===== src/rtl/ram_arbiter_pkg.sv =====
// Shared definitions for the two-master RAM arbiter: master IDs, lock owner
// encoding, read-response tag and the default watchdog limit.
package ram_arbiter_pkg;

    localparam logic        MST_CORE     = 1'b0;
    localparam logic        MST_DBG      = 1'b1;
    localparam int unsigned LOCK_MAX_DEF = 64;
    localparam int unsigned RTAG_W       = 1;

    typedef enum logic [1:0] {
        LK_FREE = 2'd0,
        LK_CORE = 2'd1,
        LK_DBG  = 2'd2
    } lock_state_e;

    typedef struct packed {
        logic              valid;
        logic [RTAG_W-1:0] mst;
    } rtag_t;

endpackage


===== src/rtl/ram_arbiter_rr_arbiter2.sv =====
// Two-requester round-robin pick with a per-master eligibility mask.
// The pointer flips to the other master after every grant and can be forced.
module rr_arbiter2
    import ram_arbiter_pkg::*;
(
    input  logic       i_clk,
    input  logic       i_rst_n,
    input  logic [1:0] i_req,
    input  logic [1:0] i_mask,
    input  logic       i_ptr_set,
    input  logic       i_ptr_val,
    output logic [1:0] o_gnt,
    output logic       o_gnt_idx
);

    logic       r_ptr;
    logic [1:0] w_elig;

    always_comb begin
        w_elig = i_req & i_mask;
        if (w_elig == 2'b11) begin
            o_gnt = r_ptr ? 2'b10 : 2'b01;
        end else begin
            o_gnt = w_elig;
        end
        o_gnt_idx = o_gnt[1];
    end

    // A grant always wins over a forced pointer value; both point away from the
    // same master whenever they coincide.
    always_ff @(posedge i_clk or negedge i_rst_n) begin
        if (!i_rst_n) begin
            r_ptr <= MST_CORE;
        end else if (|o_gnt) begin
            r_ptr <= ~o_gnt_idx;
        end else if (i_ptr_set) begin
            r_ptr <= i_ptr_val;
        end
    end

endmodule


===== src/rtl/ram_arbiter.sv =====
// Shares one single-port RAM between the core data port (m0) and the debug
// loader (m1): round-robin grant, bus lock for RMW, lock watchdog.
module ram_arbiter
    import ram_arbiter_pkg::*;
#(
    parameter int unsigned ADDR_WIDTH = 14,
    parameter int unsigned DATA_WIDTH = 32,
    parameter int unsigned LOCK_MAX   = LOCK_MAX_DEF
) (
    input  logic                    clk_i,
    input  logic                    rst_ni,
    input  logic                    m0_req_i,
    input  logic                    m0_we_i,
    input  logic [ADDR_WIDTH-1:0]   m0_addr_i,
    input  logic [DATA_WIDTH/8-1:0] m0_wstrb_i,
    input  logic [DATA_WIDTH-1:0]   m0_wdata_i,
    input  logic                    m0_lock_i,
    output logic                    m0_gnt_o,
    output logic                    m0_rvalid_o,
    output logic [DATA_WIDTH-1:0]   m0_rdata_o,
    input  logic                    m1_req_i,
    input  logic                    m1_we_i,
    input  logic [ADDR_WIDTH-1:0]   m1_addr_i,
    input  logic [DATA_WIDTH/8-1:0] m1_wstrb_i,
    input  logic [DATA_WIDTH-1:0]   m1_wdata_i,
    input  logic                    m1_lock_i,
    output logic                    m1_gnt_o,
    output logic                    m1_rvalid_o,
    output logic [DATA_WIDTH-1:0]   m1_rdata_o,
    output logic                    ram_wvalid_o,
    output logic [ADDR_WIDTH-1:0]   ram_waddr_o,
    output logic [DATA_WIDTH/8-1:0] ram_wstrb_o,
    output logic [DATA_WIDTH-1:0]   ram_wdata_o,
    output logic [ADDR_WIDTH-1:0]   ram_raddr_o,
    input  logic [DATA_WIDTH-1:0]   ram_rdata_i,
    output logic                    lock_timeout_o
);

    localparam int unsigned WD_W = (LOCK_MAX > 1) ? $clog2(LOCK_MAX) : 1;

    lock_state_e     r_lock;
    logic [WD_W-1:0] r_wd_cnt;
    rtag_t           r_rtag;

    logic       w_locked;
    logic       w_owner_idx;
    logic [1:0] w_mask;
    logic [1:0] w_gnt;
    logic       w_gidx;
    logic       w_acc;
    logic       w_we_sel;
    logic       w_lock_sel;
    logic       w_timeout;

    always_comb begin
        w_locked    = (r_lock != LK_FREE);
        w_owner_idx = (r_lock == LK_DBG);
        if (!w_locked) begin
            w_mask = 2'b11;
        end else begin
            w_mask = w_owner_idx ? 2'b10 : 2'b01;
        end
        w_timeout = (LOCK_MAX != 0) && w_locked
                    && (r_wd_cnt == WD_W'(LOCK_MAX - 1));
    end

    rr_arbiter2 u_rr (
        .i_clk     (clk_i),
        .i_rst_n   (rst_ni),
        .i_req     ({m1_req_i, m0_req_i}),
        .i_mask    (w_mask),
        .i_ptr_set (w_timeout),
        .i_ptr_val (~w_owner_idx),
        .o_gnt     (w_gnt),
        .o_gnt_idx (w_gidx)
    );

    always_comb begin
        w_acc        = |w_gnt;
        w_we_sel     = w_gidx ? m1_we_i   : m0_we_i;
        w_lock_sel   = w_gidx ? m1_lock_i : m0_lock_i;
        ram_wvalid_o = w_acc & w_we_sel;
        ram_waddr_o  = '0;
        ram_raddr_o  = '0;
        ram_wstrb_o  = '0;
        ram_wdata_o  = '0;
        if (w_acc) begin
            ram_waddr_o = w_gidx ? m1_addr_i  : m0_addr_i;
            ram_raddr_o = w_gidx ? m1_addr_i  : m0_addr_i;
            ram_wstrb_o = w_gidx ? m1_wstrb_i : m0_wstrb_i;
            ram_wdata_o = w_gidx ? m1_wdata_i : m0_wdata_i;
        end
    end

    assign m0_gnt_o       = w_gnt[0];
    assign m1_gnt_o       = w_gnt[1];
    assign lock_timeout_o = w_timeout;

    always_ff @(posedge clk_i or negedge rst_ni) begin
        if (!rst_ni) begin
            r_rtag <= '0;
        end else begin
            r_rtag.valid <= w_acc & ~w_we_sel;
            r_rtag.mst   <= w_gidx;
        end
    end

    assign m0_rvalid_o = r_rtag.valid & (r_rtag.mst == MST_CORE);
    assign m1_rvalid_o = r_rtag.valid & (r_rtag.mst == MST_DBG);
    assign m0_rdata_o  = m0_rvalid_o ? ram_rdata_i : '0;
    assign m1_rdata_o  = m1_rvalid_o ? ram_rdata_i : '0;

    // While locked only the owner can be accepted, so an accepted lock=0
    // transfer is either unlocked traffic or the owner's unlock.
    always_ff @(posedge clk_i or negedge rst_ni) begin
        if (!rst_ni) begin
            r_lock   <= LK_FREE;
            r_wd_cnt <= '0;
        end else if (w_timeout) begin
            r_lock   <= LK_FREE;
            r_wd_cnt <= '0;
        end else if (w_acc) begin
            if (w_lock_sel) begin
                r_lock <= w_gidx ? LK_DBG : LK_CORE;
            end else begin
                r_lock <= LK_FREE;
            end
            r_wd_cnt <= '0;
        end else if (w_locked) begin
            r_wd_cnt <= r_wd_cnt + WD_W'(1);
        end
    end

endmodule


===== config.mk =====
export PLATFORM = sky130hd
export DESIGN_NAME = ram_arbiter
export DESIGN_NICKNAME = d
export VERILOG_FILES = /design/src/rtl/ram_arbiter_pkg.sv /design/src/rtl/ram_arbiter_rr_arbiter2.sv /design/src/rtl/ram_arbiter.sv
export SDC_FILE = /design/constraint.sdc
export NUM_CORES = 1
export LEC_CHECK = 0
export ABC_AREA = 1
export CAP_MARGIN = 20
export CORE_AREA = 4 4 105 107
export CTS_CLUSTER_SIZE = 20
export DETAILED_ROUTE_END_ITERATION = 16
export DIE_AREA = 0 0 109 111
export PLACE_DENSITY = 0.75
export SYNTH_ARGS = -nofsm -noshare
export SYNTH_HDL_FRONTEND = slang
export SYNTH_HIERARCHICAL = 1
export SYNTH_SLANG_ARGS = --single-unit

===== constraint.sdc =====
create_clock -name clk_i -period 2.3 [get_ports clk_i]
set_clock_uncertainty 0.1 [all_clocks]
set_input_delay 0.575 -clock clk_i [delete_from_list [all_inputs] [get_ports clk_i]]
set_output_delay 0.575 -clock clk_i [all_outputs]
set_load 0.01 [all_outputs]

==> results.ini <==
[setup_path]
critPathArrivalTime_ns = 1.82
worstSetupPathType = in2out
cp-start-kind = input pin
reg2reg_slack_ns = 0.33
end_kind = output port
r2r-end = r_wd_cnt[2]
critPathMaxFanout = 6
required_ns = 1.62
reg2regPathDepth = 13
r2r-start = r_lock[0]

[yosys]
syn_inst = 378
syn_area_per_cell_um2 = 5.01
synth_mux_area_frac = 0
synth_fa_ha_area_frac = 0.00661
synth_nets = 519
synth_compound_area_frac = 0.162
synth.distinct_cells = 17
ys.flop_type = dfrtp_1
synth.most_common_cell = nand2_1
synth_top_area_share = 0.262
synth_top_family_by_area = simple AND/OR/NAND/NOR gates
synth.largest_area_cell = nand2_1
synth_area_leaders = nand2_1, dfrtp_1, a21oi_1
synthSimpleGateAreaFrac = 0.438
ys_ff_latch = 11
yosysWarnings = 6
ys_top_cells_by_count = nand2_1, nor2_1, a21oi_1
mappedNetlistArea_um2 = 1890
synth_xor_area_frac = 0
ys_seq_area_frac = 0.145
async_flop_share = 1.00
synth_edf_count = 0

[status]
outcome = finished, violations left
violations = setup timing

[clocking]
htree_num_levels = 1
root_buffer = clkbuf_8
cts_buffers = 3
hold_buffers = 0
cts_tree = done
clock_sinks = 11
worst_skew_pair.late_latency_ns = 0.24
ctsLongestPathBuffers = 2
clkTransAtPathRegs_ns = 0.05

[min_path]
hp-class = reg2reg
hold_path_depth = 2
hold_end = r_wd_cnt[5]
min_from = r_wd_cnt[5]

[sta]
tightestPinTransition_ns = 0.486
period_share = 1.09
hold_slack_ns = 0.443
timing.fmax_mhz = 400
rsz0062_at_grt = true
setup_violations = 65
slew_headroom = 0.675
min_period_ns = 2.50
tns_ns = -8.01
setup_slack_ns = -0.197
maxSlewViolCount = 0
hold_viol = 0

[place]
dp_cells = 772
gp_congestion = 0.944
portBuffers = 273
pre_cts_ws_ns = -0.931
placed_area_um2 = 4780
hpwlAfterDp_mm = 9.92

[layout]
layout-drive-gt1-share = 0.300
finalNonFillerCells = 801
nets = 806
multi_input_area_um2 = 1510
regArea_um2 = 275
area_growth_pct = 182
fill_cells = 993
design_area_um2 = 5340

[power]
power_density_nw_per_um2 = 819
p_leak_nw = 2.80
ir_worst_vdd_v = 0.000372

[floorplan]
die_w_um = 109
die_y_um = 111
core_area_um2 = 10100
core.rowCount = 37
pin_count = 274
initial_core_util = 0.187
die-area_um2 = 12100

[route]
wire_per_inst_um = 16.4
drc_errors = 0
viasPerCell = 4.38
postRouteAntennaNets = 0
drt_wl_total_mm = 13.1
first_pass_iters = 5
route.vias.total = 3505
drt_iter0_drc = 207

[global_route]
antenna_found_initial = 0
grt_max_degree = 34
grt_first_pass_wirelength_mm = 18.9
overflow = 0
grt_usage = 0.200
grt_pass1_vias = 3531

[run]
maxCapViolCount = 0

[layout by cell type, fill, tap and decap left out, types with 4 or more instances in the layout]
cell,instances
clkdlybuf4s50_1,139
inv_2,5
buf_6,20
nor2_1,67
dlygate4sd2_1,66
buf_12,12
buf_2,50
nand2_2,17
a21oi_2,35
a21oi_4,13
a21oi_1,6
buf_4,20
nand2_1,112
nand3_1,9
inv_1,46
dfrtp_1,11
buf_16,4
[critical path, stage by stage]
cell and delay (ns):
clkdlybuf4s15_1 0.20, nand2_4 0.08, inv_2 0.04, nand2_4 0.10, clkinv_8 0.08, nor2_4 0.16, buf_12 0.14, buf_12 0.14
buf_12 0.12, a21oi_2 0.03, buf_2 0.14
[power breakdown]
part           internal [mW]  switching (mW)
logic                   1.95            1.94
registers              0.244          0.0338
clock network          0.122          0.0784
total                   2.32            2.06
[logic make-up after synthesis]
logic type | after synthesis
and+or+nand+nor | 215
buffers and inverters | 91
AOI/OAI and AO/OA | 60
DFF | 11
adders and majority gates | 1
[registers in the layout (all words and copies together), names as in the netlist]
name and count:
u_rr/r_ptr 1, r_wd_cnt 6, r_rtag 2, r_lock 2
[repair_timing]
item                                    4_1_cts  5_1_grt
endpoints found under the hold margin         0        0
pin swaps                                     7       14
endpoints found under the setup margin      132       66
cloned                                        7        3
setup buffers                                11        5
gates resized for setup                     323      148
[metrics by stage]
| step | utilization | power, mW |
|---|---|---|
| 6_report | 0.527 | 4.37 |
| 3_5_place_dp | 0.471 | 3.44 |
| 2_1_floorplan | - | 1.72 |
| 4_1_cts | 0.496 | 3.96 |
| 5_1_grt | 0.527 | 4.66 |
| 3_3_place_gp | 0.471 | 3.41 |
[area by class of cell]
| class | count | area share |
|---|---|---|
| antenna | 1 | 0.000468 |
| inverter | 53 | 0.0419 |
| multi-input combinational | 276 | 0.283 |
| sequential | 11 | 0.0515 |
| timing repair buffer | 320 | 0.583 |
| tap | 136 | 0.0319 |
| clock buffer | 4 | 0.00843 |
[how the worst max path moves through the flow]
stage,from,endpoint,slack (ns),cells after the start
2_1_floorplan,m1_req_i,ram_waddr_o[0],-0.07,10
3_3_place_gp,m1_req_i,ram_raddr_o[2],-0.88,9
3_5_place_dp,m1_req_i,ram_raddr_o[11],-0.93,9
4_1_cts,r_lock[0],ram_wstrb_o[3],-0.31,14
5_1_grt,r_lock[0],ram_waddr_o[9],-0.27,12
6_report,m1_req_i,ram_wdata_o[14],-0.20,11
[layer usage]
| metal | wire, um | GRT usage | vias up |
|---|---|---|---|
| met5 | 0 | 0 | - |
| met4 | 367 | 0.0614 | 0 |
| met3 | 1250 | 0.0437 | 25 |
| met2 | 6840 | 0.378 | 188 |
| met1 | 4690 | 0.216 | 1593 |
| li1 | - | - | 1699 |
Power figures use the tool's default switching activity.
